===== src/rtl/check_table.sv =====
// check_table: checkpoint register file, one synchronous write port and one combinational read port.
module check_table #(
    parameter int DEPTH = 8,
    parameter int WIDTH = 32
) (
    input  logic                     clk,
    input  logic                     wr_en,
    input  logic [$clog2(DEPTH)-1:0] wr_idx,
    input  logic [WIDTH-1:0]         wr_data,
    input  logic [$clog2(DEPTH)-1:0] rd_idx,
    output logic [WIDTH-1:0]         rd_data
);

    logic [WIDTH-1:0] mem [DEPTH];

    // No reset: checkpoint contents survive a reset of the checker.
    always_ff @(posedge clk) begin
        if (wr_en) mem[wr_idx] <= wr_data;
    end

    assign rd_data = mem[rd_idx];

endmodule


===== config.mk =====
export PLATFORM = sky130hd
export DESIGN_NAME = check_table
export DESIGN_NICKNAME = d
export VERILOG_FILES = /design/src/rtl/check_table.sv
export SDC_FILE = /design/constraint.sdc
export NUM_CORES = 1
export LEC_CHECK = 0
export ABC_AREA = 1
export BUFFER_PORTS_ARGS = -buffer_cell sky130_fd_sc_hd__buf_4
export CORE_AREA = 2 2 183 185
export CTS_CLUSTER_SIZE = 20
export DETAILED_ROUTE_END_ITERATION = 10
export DIE_AREA = 0 0 185 187
export SYNTH_ARGS = -nofsm -noshare
export SYNTH_HDL_FRONTEND = slang
export SYNTH_SLANG_ARGS = --single-unit
export TNS_END_PERCENT = 50

===== constraint.sdc =====
create_clock -name clk -period 3.33 [get_ports clk]
set_clock_uncertainty 0.2 [all_clocks]
set_input_delay 0.666 -clock clk [delete_from_list [all_inputs] [get_ports clk]]
set_output_delay 0.666 -clock clk [all_outputs]
set_load 0.01 [all_outputs]

## Word-level counts from Yosys, hierarchy flattened

Memories as Yosys holds them, arrays and structs flattened.
Cells that the tools add are included.

| storage, ports and cells | value |
|---|---|
| flip-flop bits (word level) | 0 |
| bits in latches | 0 |
| memory bits (writable) | 256 |
| bits in read-only memories | 0 |
| input bits | 40 |
| output and inout port bits | 32 |
| logic and storage cells | 3 |
| memories kept | 1 |

| cells by class | value |
|---|---|
| add/sub/neg operators | 0 |
| multiply operators | 0 |
| divide/modulo/power cells | 0 |
| $lt $le $gt $ge | 0 |
| eq/ne operators | 0 |
| shift operators | 0 |
| muxes and demuxes | 2 |
| bitwise gates (word level) | 0 |
| reduce and logical (&&, ||, !) cells | 0 |

Memories:

| memory | depth | width | read ports | clocked after Yosys merged registers in | wr ports | RTL line | source |
|---|---|---|---|---|---|---|---|
| mem | 8 | 32 | 1 | 0 | 1 | 14 | `logic [WIDTH-1:0] mem [DEPTH];` |

Operator list:

| kind | number |
|---|---|
| 2-to-1 mux 1 bit | 2 |

## Depth between registers and ports, before layout

| logic depth | value |
|---|---|
| depth in word-level cells | 2 |
| gate-level depth with buffers | 8 |

## Least setup slack after synthesis

OpenSTA, ideal clock, no wires.

| timing path | value |
|---|---|
| path type | in2reg |
| start point | input wr_idx[0] |
| end point | memory mem[0][0], enable pin |
| setup time | 0.421 ns |
| arrival time | 2.162 ns |
| required time | 2.709 ns |
| path slack | 0.547 ns |
| cell stages on the path | 3 |
| cells stage by stage | inv_1 > nand2_1 > nor2_1 |

RTL lines:

| item | RTL line | source |
|---|---|---|
| start, declared | 8 | `input logic [$clog2(DEPTH)-1:0] wr_idx,` |
| end, declared | 14 |  |

Straight into the memory's write port.

## Worst setup path in the final report

| timing path | value |
|---|---|
| start point | input rd_idx[0] |
| end point | output rd_data[0] |

| on the way | value |
|---|---|
| cells in the longest elaborated chain, start to end | 1 |

Ends and longest elaborated chain:

| item | RTL line | source |
|---|---|---|
| start, declared | 10 | `input logic [$clog2(DEPTH)-1:0] rd_idx,` |
| memory (8 x 32 bit) | -- |  |
| end, declared | 11 | `output logic [WIDTH-1:0] rd_data` |

No other way between the ends.

==> impl_metrics.csv <==
group,metric,value,unit
layout,fin_nets,1237,
layout,layout-drive-gt1-share,0.120,
clock_tree,clockRootBuffer,"clkbuf_16",
layout,fillers,3162,
global_routing,grt_pass1_wl,37.8,mm
layout,area_delta_synth_final,18.8,%
pwr,power_frac_comb,0.074,
synthesis,synth-seq-cells,256,
synthesis,synth_cell_type_count,11,
critical_path,crit_type,"primary input to primary output",
sta,worst_slew_pin_slew,0.636,ns
route,avgViaCountPerCell,4.30,
clock_tree,clk_pin_slew,0.06,ns
route,ant_nets,0,
layout,final_cell_area,13300,um^2
synthesis,yosysTopAreaCellShare,0.684,
sta,max_freq,355,MHz
die,die_h,187,um
placement,dp_hpwl,13.5,mm
synthesis,syn_area_per_cell,9.99,um^2
layout,fin_util,0.406,
route,routedWlPerCell,14.5,um
clock_tree,htree_levels,1,
status,status,"complete, no violations",
clock_tree,hold_buffers,0,
layout,n_antenna_cell,0,
synthesis,netlist_area,11200,um^2
sta,finalMaxSlewViolations,0,
die,dieArea,34600,um^2
critical_path,cp.required,2.46,ns
layout,reg_top3,"mem x256",
global_routing,grt_max_degree,129,
sta,setup_tns,0,ns
pwr,total_power,7.52,mW
clock_tree,cts_tree,"yes",
clock_tree,numCtsBuffers,28,
synthesis,synthCells,1124,
route,first_pass_iters,4,
placement,port_buffers,71,
global_routing,first_global_vias,6950,
synthesis,synth_edf_count,256,
critical_path,endpoint_kind,"primary output",
synthesis,synth.net_count,1164,
sta,hold_violations,0,
clock_tree,cts_resized,0,
min_path,hold_path.class,"primary input to flip-flop",
global_routing,overflow,0,
synthesis,synth_top_area_cell,"edfxtp_1",
critical_path,crit_arrival,1.95,ns
pwr,p_per_area,564,nW/um^2
synthesis,synth_most_common_cell,"nand2_1",
placement,gp_congestion,0.721,
placement,postPlaceCellArea,12300,um^2
sta,fin_crit,2.81,ns
sta,relSlewSlack,0.576,
sta,finalSetupViolCount,0,
sta,period_share,0.845,
clock_tree,post_cts_buffers,0,
placement,placed_cells,1615,
die,initial_utilization,0.342,
die,fp-row-count,67,
run,maxCapViolCount,0,
layout,top_register,"mem",
clock_tree,numClockSinks,256,
critical_path,start_kind,"primary input",
critical_path,crit_path_max_fanout,56,
sta,whs,0.154,ns
pwr,intPower,5.93,mW
die,num_io_pins,72,
synthesis,synthTopCellsByArea,"edfxtp_1, nand2_1, inv_1",
route,post-route-drc-count,0,
sta,rsz0062_at_grt,"false",
global_routing,antenna_found_initial,1,
die,die_x,185,um
placement,post-place-ws,0.497,ns
global_routing,track_usage,0.142,
route,detail_route.wirelength,24.2,mm
pwr,sw_frac_of_total,0.212,
sta,setup_ws,0.517,ns
route,drtIter0Drc,378,
die,coreArea,32900,um^2
clock_tree,clock_path_buffers,3,
synthesis,synth-warning-count,0,
pwr,p_clk_frac,0.437,
route,vias,7165,
pwr,vdd_drop_max,0.386,mV
synthesis,ys.flop_type,"edfxtp_1",
synthesis,synthTopCellsByCount,"nand2_1, inv_1, edfxtp_1",
pwr,p_switching,1.60,mW
synthesis,yosysSeqAreaShare,0.684,
layout,largest_reg_flops,256,
pwr,power_leakage,6.09,nW
layout,layoutNonFillerInstCount,1667,
pwr,power_frac_seq,0.489,
synthesis,async_flop_share,0,
[layer usage]
metal / up-vias / track usage / wire (um)
met5: - / 0 / 13
met4: 2 / 0.0372 / 497
met3: 41 / 0.0253 / 944
met2: 123 / 0.248 / 12000
met1: 3368 / 0.181 / 10800
li1: 3631 / - / -
[placed cells by master, fill, tap and decap left out, drive strengths merged]
master and n:
nor2 8, edfxtp 256, clkbuf 28, bufinv 7, buf 91, nand2 422
inv 261, nand3 128, clkinv 18
[kinds of logic after synthesis]
group,count (synthesis),share of synthesized area
buffers and inverters,310,0.115
DFF,256,0.684
and+or+nand+nor,558,0.201
[power groups by stage]
stage	Sequential (mW)	Clock (mW)	Combinational (mW)
after floorplan	3.74	0	0.318
after global placement	3.74	0	0.563
after detailed placement	3.75	0	0.570
after CTS	3.68	3.36	0.572
after global routing	3.68	3.48	0.633
final	3.68	3.29	0.558
[critical path: stages]
cell and delay (ns):
buf_4 0.11, clkinv_2 0.28, buf_12 0.30, nand2_1 0.10
nand3_1 0.06, nand2_1 0.09, nand2_1 0.06, nand2_1 0.11
buf_4 0.13
[final timing paths]
kind	start	end	slack, ns	depth (start not counted)
hold / removal	wr_data[3]	mem[7][3]$_DFFE_PP_	0.15	1
setup / recovery	rd_idx[0]	rd_data[0]	0.52	9
[final cells by class]
type | instances | area, um^2 | area share
multi-input combinational | 558 | 2310 | 0.173
inverter | 262 | 985 | 0.0738
clock inverter | 24 | 298 | 0.0223
tap | 448 | 561 | 0.0420
timing repair buffer | 91 | 796 | 0.0596
clock buffer | 28 | 701 | 0.0525
sequential | 256 | 7690 | 0.576
Note: power is estimated with default switching activity, not from simulation.
